===== config.mk =====
export PLATFORM = sky130hd
export DESIGN_NAME = reg_bus_mover
export DESIGN_NICKNAME = d
export VERILOG_FILES = /design/src/rtl/reg_bus_pkg.sv /design/src/rtl/onehot_decoder.sv /design/src/rtl/reg_bus_mover.sv
export SDC_FILE = /design/constraint.sdc
export NUM_CORES = 1
export LEC_CHECK = 0
export CAP_MARGIN = 20
export CORE_AREA = 2 2 68 70
export DETAILED_ROUTE_END_ITERATION = 8
export DIE_AREA = 0 0 70 72
export GPL_TIMING_DRIVEN = 0
export PLACE_DENSITY = 0.87
export SLEW_MARGIN = 0
export SYNTH_ARGS = -nofsm -noshare
export SYNTH_HDL_FRONTEND = slang
export SYNTH_SLANG_ARGS = --single-unit
export TNS_END_PERCENT = 50

===== constraint.sdc =====
create_clock -name clk -period 3.3 [get_ports clk]
set_input_delay 0.66 -clock clk [delete_from_list [all_inputs] [get_ports clk]]
set_output_delay 0.66 -clock clk [all_outputs]
set_load 0.02 [all_outputs]

===== src/rtl/reg_bus_pkg.sv =====
// rtl/reg_bus_pkg.sv - shared defaults, FSM states and request type for the register bus mover
package reg_bus_pkg;

    localparam int DATA_W_DEF   = 20;
    localparam int NUM_REGS_DEF = 8;
    localparam int IDX_W_DEF    = $clog2(NUM_REGS_DEF);

    typedef enum logic [1:0] {
        IDLE,
        READ,
        WRITE
    } state_t;

    typedef struct packed {
        logic                  imm;
        logic [IDX_W_DEF-1:0]  src;
        logic [IDX_W_DEF-1:0]  dst;
        logic [DATA_W_DEF-1:0] data;
    } req_t;

endpackage


===== src/rtl/onehot_decoder.sv =====
// rtl/onehot_decoder.sv - gated index to one-hot decoder; indices past NUM_OUT assert nothing
module onehot_decoder #(
    parameter int IDX_W   = 3,
    parameter int NUM_OUT = 8
) (
    input  logic               en,
    input  logic [IDX_W-1:0]   idx,
    output logic [NUM_OUT-1:0] onehot
);

    always_comb begin
        onehot = '0;
        for (int i = 0; i < NUM_OUT; i++) begin
            if (en && (int'(idx) == i)) begin
                onehot[i] = 1'b1;
            end
        end
    end

endmodule


===== src/rtl/reg_bus_mover.sv =====
// rtl/reg_bus_mover.sv - register bus master for moves and immediate loads; optional RANGE_CHECK_EN adds err
module reg_bus_mover
    import reg_bus_pkg::*;
#(
    parameter int DATA_W   = DATA_W_DEF,
    parameter int NUM_REGS = NUM_REGS_DEF,
    parameter int IDX_W    = $clog2(NUM_REGS)
) (
    input  logic                clk,
    input  logic                rst_n,
    input  logic                req_valid,
    output logic                req_ready,
    input  logic                req_imm,
    input  logic [IDX_W-1:0]    req_src,
    input  logic [IDX_W-1:0]    req_dst,
    input  logic [DATA_W-1:0]   req_data,
    input  logic [DATA_W-1:0]   bus_in,
    output logic [DATA_W-1:0]   bus_out,
    output logic                bus_oe,
    output logic [NUM_REGS-1:0] en_read,
    output logic [NUM_REGS-1:0] en_write,
    output logic                busy,
    output logic                done
`ifdef RANGE_CHECK_EN
    ,
    output logic                err
`endif
);

    state_t              state, state_d;
    logic [IDX_W-1:0]    dst_q, dst_d, wr_idx;
    logic [DATA_W-1:0]   hold, hold_d, bus_out_d;
    logic                rd_en, wr_en, bus_oe_d, done_d;
    logic                accept, reject;
    logic [NUM_REGS-1:0] rd_oh, wr_oh;

    assign accept = req_valid && (state == IDLE);

`ifdef RANGE_CHECK_EN
    assign reject = (int'(req_dst) >= NUM_REGS) ||
                    (!req_imm && (int'(req_src) >= NUM_REGS));

    always_ff @(posedge clk or negedge rst_n) begin
        if (!rst_n) err <= 1'b0;
        else        err <= accept && reject;
    end
`else
    assign reject = 1'b0;
`endif

    // Next-cycle outputs are decoded here and registered below, so enables
    // are already stable when the bank samples on the falling edge.
    always_comb begin
        state_d   = state;
        dst_d     = dst_q;
        hold_d    = hold;
        rd_en     = 1'b0;
        wr_en     = 1'b0;
        wr_idx    = dst_q;
        bus_out_d = '0;
        bus_oe_d  = 1'b0;
        done_d    = 1'b0;
        case (state)
            IDLE: begin
                if (accept && !reject) begin
                    dst_d = req_dst;
                    if (req_imm) begin
                        state_d   = WRITE;
                        hold_d    = req_data;
                        wr_en     = 1'b1;
                        wr_idx    = req_dst;
                        bus_out_d = req_data;
                        bus_oe_d  = 1'b1;
                    end else begin
                        state_d = READ;
                        rd_en   = 1'b1;
                    end
                end
            end
            READ: begin
                state_d   = WRITE;
                hold_d    = bus_in;
                wr_en     = 1'b1;
                bus_out_d = bus_in;
                bus_oe_d  = 1'b1;
            end
            WRITE: begin
                state_d = IDLE;
                done_d  = 1'b1;
            end
            default: state_d = IDLE;
        endcase
    end

    onehot_decoder #(.IDX_W(IDX_W), .NUM_OUT(NUM_REGS)) u_rd_dec (
        .en     (rd_en),
        .idx    (req_src),
        .onehot (rd_oh)
    );

    onehot_decoder #(.IDX_W(IDX_W), .NUM_OUT(NUM_REGS)) u_wr_dec (
        .en     (wr_en),
        .idx    (wr_idx),
        .onehot (wr_oh)
    );

    always_ff @(posedge clk or negedge rst_n) begin
        if (!rst_n) begin
            state     <= IDLE;
            dst_q     <= '0;
            hold      <= '0;
            req_ready <= 1'b1;
            busy      <= 1'b0;
            done      <= 1'b0;
            en_read   <= '0;
            en_write  <= '0;
            bus_oe    <= 1'b0;
            bus_out   <= '0;
        end else begin
            state     <= state_d;
            dst_q     <= dst_d;
            hold      <= hold_d;
            req_ready <= (state_d == IDLE);
            busy      <= (state_d != IDLE);
            done      <= done_d;
            en_read   <= rd_oh;
            en_write  <= wr_oh;
            bus_oe    <= bus_oe_d;
            bus_out   <= bus_out_d;
        end
    end

endmodule


## Word level (Yosys, flattened, before mapping)

Cells that the tools add are included.

| storage, ports and cells | value |
|---|---|
| bits in registers | 45 |
| input bits | 50 |
| output and inout port bits | 40 |
| word-level logic and storage cells | 80 |

| cells by class | value |
|---|---|
| equal/unequal tests | 16 |
| mux-type cells | 32 |
| reduce and logical (&&, ||, !) cells | 23 |

Operators by type and width:

| kind | number |
|---|---|
| $mux 20 | 2 |
| $pmux 20 s2 | 1 |
| $eq 3x3->1 const B | 8 |
| $mux 1 | 22 |
| $logic_and 1x1->1 | 17 |
| $eq 3x2->1 const B | 4 |
| $mux 3 | 3 |
| $eq 3x1->1 const B | 2 |
| $logic_not 3->1 | 2 |
| $logic_not 2->1 | 2 |
| $mux 2 | 2 |
| $pmux 2 s2 | 1 |
| $eq 2x1->1 const B | 1 |
| $eq 2x2->1 const B | 1 |
| $pmux 1 s2 | 1 |
| $reduce_and 2->1 | 1 |
| $reduce_bool 2->1 | 1 |

## Logic depth before layout (Yosys ltp)

Gate-level depths: netlist of run 1.

| logic depth | value |
|---|---|
| depth after elaboration | 7 |
| mapped depth | 5 |
| mapped depth without buffers | 3 |

## Modules after synthesis

A second synthesis of run 1 with hierarchy kept.

| second synthesis, totals | value |
|---|---|
| cell total of the unflattened synthesis | 150 |
| area, all modules | 1890.6 µm² |

Modules (own cells, without submodules):

| module | times used | cells each | area each (µm²) | seq. area each (µm²) |
|---|---|---|---|---|
| reg_bus_mover | 1 | 134 | 1697.9 | 1127.3 |
| onehot_decoder | 2 | 8 | 96.3 | 0.0 |

## Worst setup path after synthesis of run 1

OpenSTA, ideal clock, no wires.

| timing path | value |
|---|---|
| kind | input to register |
| start point | input req_valid |
| end point | register bus_out[13] |
| arrival time | 1319 ps |
| data required time | 3179 ps |
| slack | 1860 ps |
| stages on the path | 4 |
| path buffers | 2 |
| cells stage by stage | and4bb_1 -> buf_6 -> buf_6 -> a22o_1 |

| on the way | value |
|---|---|
| word-level cells in the longest chain between the ends | 3 |

RTL lines:

| what | line | RTL |
|---|---|---|
| start, declared | reg_bus_mover.sv:11 | `input logic req_valid,` |
| $logic_and 1x1->1 | reg_bus_mover.sv:37 | `assign accept = req_valid && (state == IDLE);` |
| $mux 20 | reg_bus_mover.sv:65 | `if (accept && !reject) begin` |
| $pmux 20 s2 | reg_bus_mover.sv:63 | `case (state)` |
| named net bus_out_d[13] | reg_bus_mover.sv:32 | `logic [DATA_W-1:0] hold, hold_d, bus_out_d;` |
| end signal, assigned | reg_bus_mover.sv:129 | `bus_out <= bus_out_d;` |
| end, declared | reg_bus_mover.sv:18 | `output logic [DATA_W-1:0] bus_out,` |

The timed path passes the listed nets, and every way through them passes these cells.
A chain may end at the register's enable or synchronous reset.

## Final worst setup path of run 1

| timing path | value |
|---|---|
| start point | register req_ready |
| end point | output req_ready |

RTL lines:

| what | line | RTL |
|---|---|---|
| start, declared | reg_bus_mover.sv:12 | `output logic req_ready,` |
| start signal, assigned | reg_bus_mover.sv:123 | `req_ready <= (state_d == IDLE);` |

No word-level cell between the ends.

==> results.yml, run 1 <==
route:
  ant_nets: 0
  avgRoutedWirePerCell_um: 13.32
  drt_iter0_markers: 63
  num_vias: 1354
  dr.pass1.iters: 4
  remaining_drc_errors: 0
  wl_mm: 3.849
  vias_per_cell: 4.685
yosys:
  ys_types: 23
  synth_compound_area_share_pct: 10.01
  syn_inst: 139
  synth_simple_gate_area_share_pct: 16.84
  syn_nets: 189
  yosys_register_bits: 45
  seq_area_frac_synth_pct: 65.38
  netlist_area_sq_um: 1724
  synthAdderAreaFrac_pct: 0
  synth_xor_area_share_pct: 0
  synth_mux_area_share_pct: 4.282
  synth_top_family_by_area: "simple AND/OR/NAND/NOR gates"
  avgSynthCellArea_sq_um: 12.40
  ys_warn_count: 0
power_and_ir_drop:
  internal_power_mw: 0.9933
  clkPwrFrac_pct: 32.0
  power_density_nw_per_um2: 468.1
  vdd_ir_drop_max_mv: 0.2960
  total_leakage_power_nw: 1.234
  total_power_mw: 1.316
  power.switching_mw: 0.3226
  switching_share_pct: 24.52
  p_seq_share_pct: 46.5
  comb_power_share_pct: 21.5
floorplanning:
  fp.dieW_um: 70
  initial_core_util_pct: 40.43
  core-area_sq_um: 4264
  die_area_sq_um: 5040
  rows: 24
  ios: 90
  die_h_um: 72
layout:
  final_common_cell: "clkdlybuf4s50_1"
  area_growth_pct: 63.06
  postLayoutCoreUtil_pct: 65.93
  antennaDiodeCount: 0
  drive_above_1_share_pct: 7.595
  final_nets: 286
  layout_common_cells: "clkdlybuf4s50_1 (88), dfrtp_1 (44), nor2_1 (29), a22oi_1 (14), nor2b_1 (9)"
  nFillCells: 324
clocking:
  clk_latency_ns: 0.29
  clk_pin_slew_ns: 0.08
  ctsHoldBuffers: 0
  root_buffer: "clkbuf_8"
  ctsResizeCount: 0
  h-tree-depth: 2
  cts_sinks: 45
  numCtsBuffers: 5
  cts_tree: "built"
  clockBufferDepth: 2
  cts_setup_buffers: 0
placement:
  place_hpwl_mm: 2.942
  port-buffer-count: 89
  place.gp.congestion: 0.7530
critical_path:
  crit_path_end_kind: "output pin"
  crit_type: "reg -> out"
  max_stage_delay_ns: 0.62
  cp_num_buf_inv: 1
  crit_chain: "clkdlybuf4s50_1"
  critPathRequiredTime_ns: 2.64
  cp.arrival_ns: 1.43
  cp_slowest_cell: "clkdlybuf4s50_1"
  setup.worst_path.start_class: "flop"
  cp_max_fo: 1
  path_delay_family: "buffers and inverters"
run:
  maxCapViolations: 0
global_routing:
  grt_pass1_wl_mm: 6.230
  grt.total_usage_pct: 15.83
  grt-ovfl-total: 0
  grt_start_max_net_pins: 44
  grt_pass1_vias: 1356
  antenna_found_initial: 0
sta:
  slew_violations: 0
  period_needed_ns: 2.090
  skew_ns: 0.003254
  tightest_slew_ns: 0.4300
  tns_ns: 0
  report.final.setup_viol: 0
  rsz0062_at_grt: "no"
  whs_ns: 0.1569
  max_freq_mhz: 478.4
  period_share_pct: 63.35
  finalHoldViolCount: 0
  slew_headroom_pct: 71.33
run_status:
  status: "complete, no violations"
min_path:
  hp-class: "in -> async"
## cells in the mapped netlist
cell type | n | share of area [%]
nor2_1 | 29 | 6.3
a21o_1 | 1 | 0.44
clkbuf_1 | 2 | 0.44
buf_6 | 3 | 2.0
buf_2 | 3 | 0.87
nand2b_1 | 3 | 1.1
nor3b_2 | 1 | 0.73
nor2b_1 | 9 | 3.3
o21bai_1 | 1 | 0.44
dfrtp_1 | 44 | 64
mux2_1 | 3 | 2.0
nor4b_2 | 1 | 0.87
dfstp_2 | 1 | 1.5
nand4b_1 | 1 | 0.51
inv_1 | 1 | 0.22
nor3_1 | 2 | 0.58
a22oi_1 | 14 | 6.1
mux2i_1 | 4 | 2.3
nand2_1 | 5 | 1.1
or2_1 | 3 | 1.1
nor4bb_1 | 1 | 0.58
a22o_1 | 6 | 3.0
and4bb_1 | 1 | 0.73
## final cells by class
cell class | instances | area, sq um | area share (%)
Multi-Input combinational cell | 85 | 536.8 | 19.09
Buffer | 8 | 56.30 | 2.003
Tap cell | 52 | 65.06 | 2.314
Clock inverter | 1 | 30.03 | 1.068
Inverter | 1 | 3.754 | 0.1335
Timing Repair Buffer | 90 | 905.9 | 32.22
Clock buffer | 7 | 86.33 | 3.071
Sequential cell | 45 | 1127 | 40.10
## metrics by stage
step,worst slack [ns],cell area (sq um),std cells
6_report,1.210,2811,289
5_1_grt,1.188,2811,289
4_1_cts,1.197,2811,289
3_5_place_dp,1.208,2695,281
3_3_place_gp,0.4845,2680,280
2_1_floorplan,1.860,1724,139
## sequential cells by signal, summed over array words and instances, names as in the netlist
name	flops
bus_out	20
req_ready	1
done	1
en_write	8
busy	1
dst_q	3
state	2
bus_oe	1
en_read	8
## layer usage
metal	part of all wire, %	track usage [%]
met3	6.6	3.750
met1	41	18.53
met4	1.8	7.692
met5	0	0
met2	51	27.62
## kinds of logic after synthesis
| kind of cell | after synthesis |
|---|---|
| compound gates | 22 |
| buf+inv | 9 |
| flops | 45 |
| mux | 7 |
| simple gates | 56 |
## power groups by stage
stage | combinational [mW] | sequential, mW | clock [mW]
final | 0.283 | 0.612 | 0.421
after global routing | 0.306 | 0.617 | 0.448
after CTS | 0.287 | 0.612 | 0.431
after detailed placement | 0.286 | 0.623 | 0
after global placement | 0.278 | 0.621 | 0
after floorplan | 0.0867 | 0.663 | 0
## final timing paths
| kind | from | to | slack [ns] | cells after the start |
|---|---|---|---|---|
| hold / removal | rst_n | en_read[0] | 0.16 | 1 |
| min in group clk | state[1] | state[0] | 0.53 | 1 |
| hold reg to reg | state[1] | state[0] | 0.53 | 1 |
| setup / recovery | req_ready | req_ready | 1.21 | 1 |
| max in group asynchronous | rst_n | req_ready | 2.68 | 2 |
| setup reg to reg | state[0] | dst_q[0] | 1.89 | 3 |
Power figures use the tool's default switching activity.
==> run 2, diff against run 1 <==
--- a/config.mk
+++ b/config.mk
@@ -6,11 +6,11 @@
 export NUM_CORES = 1
 export LEC_CHECK = 0
 export CAP_MARGIN = 20
-export CORE_AREA = 2 2 68 70
+export CORE_AREA = 2 2 70 72
 export DETAILED_ROUTE_END_ITERATION = 8
-export DIE_AREA = 0 0 70 72
+export DIE_AREA = 0 0 72 74
 export GPL_TIMING_DRIVEN = 0
-export PLACE_DENSITY = 0.87
+export PLACE_DENSITY = 0.83
 export SLEW_MARGIN = 0
 export SYNTH_ARGS = -nofsm -noshare
 export SYNTH_HDL_FRONTEND = slang
==> constraint.sdc (replaced) <==
create_clock -name clk -period 2.15 [get_ports clk]
set_input_delay 0.43 -clock clk [delete_from_list [all_inputs] [get_ports clk]]
set_output_delay 0.43 -clock clk [all_outputs]
set_load 0.02 [all_outputs]
==> run 2 against run 1 <==
Effect of this change:
- non-clock buffer count up 1
- global-route usage down 0.71 points
- flip-flop and latch count unchanged
==> results.yml, run 2 (synthesis results as in run 1) <==
sta:
  max_freq_mhz: 547.5
  slew_headroom_pct: 71.92
  period_share_pct: 84.95
  tightest_slew_ns: 0.4212
  finalHoldViolCount: 0
  report.final.setup_viol: 0
  worst_slack_ns: 0.3235
  rsz0062_at_grt: "no"
  slew_violations: 0
  period_needed_ns: 1.827
  whs_ns: 0.4762
  skew_ns: 0.007307
clocking:
  clk_latency_ns: 0.28
  numCtsBuffers: 5
  cts_tree: "built"
  clockBufferDepth: 2
  cts_sinks: 45
  clk_pin_slew_ns: 0.07
  root_buffer: "clkbuf_8"
  h-tree-depth: 2
power_and_ir_drop:
  total_power_mw: 1.851
  switching_share_pct: 25.55
  internal_power_mw: 1.378
  vdd_ir_drop_max_mv: 0.2845
  total_leakage_power_nw: 1.220
  p_seq_share_pct: 50.6
  power_density_nw_per_um2: 664.0
  clkPwrFrac_pct: 25.8
  power.switching_mw: 0.4729
  comb_power_share_pct: 23.6
critical_path:
  crit_path_end_kind: "output pin"
  critPathRequiredTime_ns: 1.72
  cp_slowest_cell: "clkdlybuf4s50_1"
  cp_max_fo: 1
  setup.worst_path.start_class: "flop"
  crit_type: "reg -> out"
  crit_chain: "clkdlybuf4s50_1"
  max_stage_delay_ns: 0.61
  path_delay_family: "buffers and inverters"
  cp_num_buf_inv: 1
  cp.arrival_ns: 1.40
route:
  drt_iter0_markers: 70
  dr.pass1.iters: 6
  ant_nets: 0
  vias_per_cell: 4.777
  remaining_drc_errors: 0
  wl_mm: 3.905
  num_vias: 1395
  avgRoutedWirePerCell_um: 13.37
global_routing:
  grt_pass1_vias: 1367
  grt-ovfl-total: 0
  grtUsageMet3_pct: 3.930
  use_met1_pct: 16.20
  grt_start_max_net_pins: 44
  grt.total_usage_pct: 15.13
  busiest_layer: "met2"
  grt_pass1_wl_mm: 6.120
  met2_usage_pct: 28.29
  antenna_found_initial: 0
floorplanning:
  die_h_um: 74
  ios: 90
  die_area_sq_um: 5328
  rows: 25
  initial_core_util_pct: 37.50
  core-area_sq_um: 4598
  fp.dieW_um: 72
layout:
  design_area_sq_um: 2788
  largest_register_ffs: 20
  area_growth_pct: 61.68
  final_nets: 287
  fin_cells: 292
  antennaDiodeCount: 0
  final_common_cell: "clkdlybuf4s50_1"
  top_register: "bus_out"
  layout_common_cells: "clkdlybuf4s50_1 (88), dfrtp_1 (44), nor2_1 (29), a22oi_1 (14), nor2b_1 (9)"
  drive_above_1_share_pct: 6.723
  largest_registers: "bus_out (20), en_read (8), en_write (8)"
run:
  maxCapViolations: 0
placement:
  place_area_sq_um: 2698
  place_hpwl_mm: 2.962
  pre_cts_ws_ns: 0.3051
  place_inst: 283
  place.gp.congestion: 0.7436
  port-buffer-count: 89
run_status:
  status: "complete, no violations"
min_path:
  hp-class: "in -> async"
[run 2: per-layer routing]
metal / vias up / routed length, um
li1: 670 / -
met1: 653 / 1486
met2: 64 / 2039
met3: 8 / 311
met4: 0 / 68
met5: - / 0
[run 2: final timing paths]
path                                 from          end  slack, ns  cells past startpoint
worst max-delay path            req_ready    req_ready       0.32                      1
worst min-delay path                rst_n  bus_out[13]       0.48                      2
worst max register to register   state[0]     dst_q[0]       0.74                      3
worst min register to register   dst_q[2]     dst_q[2]       0.51                      1
max in group asynchronous           rst_n    req_ready       1.20                      3
min in group clk                 dst_q[2]     dst_q[2]       0.51                      1
[run 2: stage by stage]
stage	TNS (ns)	util, %
3_5_place_dp	0	58.67
5_1_grt	0	60.63
2_1_floorplan	0	-
6_report	0	60.63
4_1_cts	0	60.63
3_3_place_gp	-19.79	58.34
[run 2: power by group through the flow]
stage | Sequential [mW] | Clock, mW | Combinational, mW
4_1_cts | 0.938 | 0.496 | 0.442
5_1_grt | 0.945 | 0.534 | 0.473
6_report | 0.937 | 0.477 | 0.437
2_1_floorplan | 1.02 | 0 | 0.133
3_3_place_gp | 0.953 | 0 | 0.428
3_5_place_dp | 0.955 | 0 | 0.440
[run 2: cell type report]
cell class / instances / area (sq um)
fill: 374 / 1810
sequential: 45 / 1127
timing repair buffer: 91 / 915.9
multi-input combinational: 85 / 536.8
clock buffer: 8 / 80.08
tap: 54 / 67.56
buffer: 8 / 56.30
inverter: 1 / 3.754
[run 2: timing repair]
action / CTS / global route
gates resized for setup: 0 / 0
hold buffers: 1 / 0
hold endpoints to repair: 2 / 0
setup buffers: 0 / 0
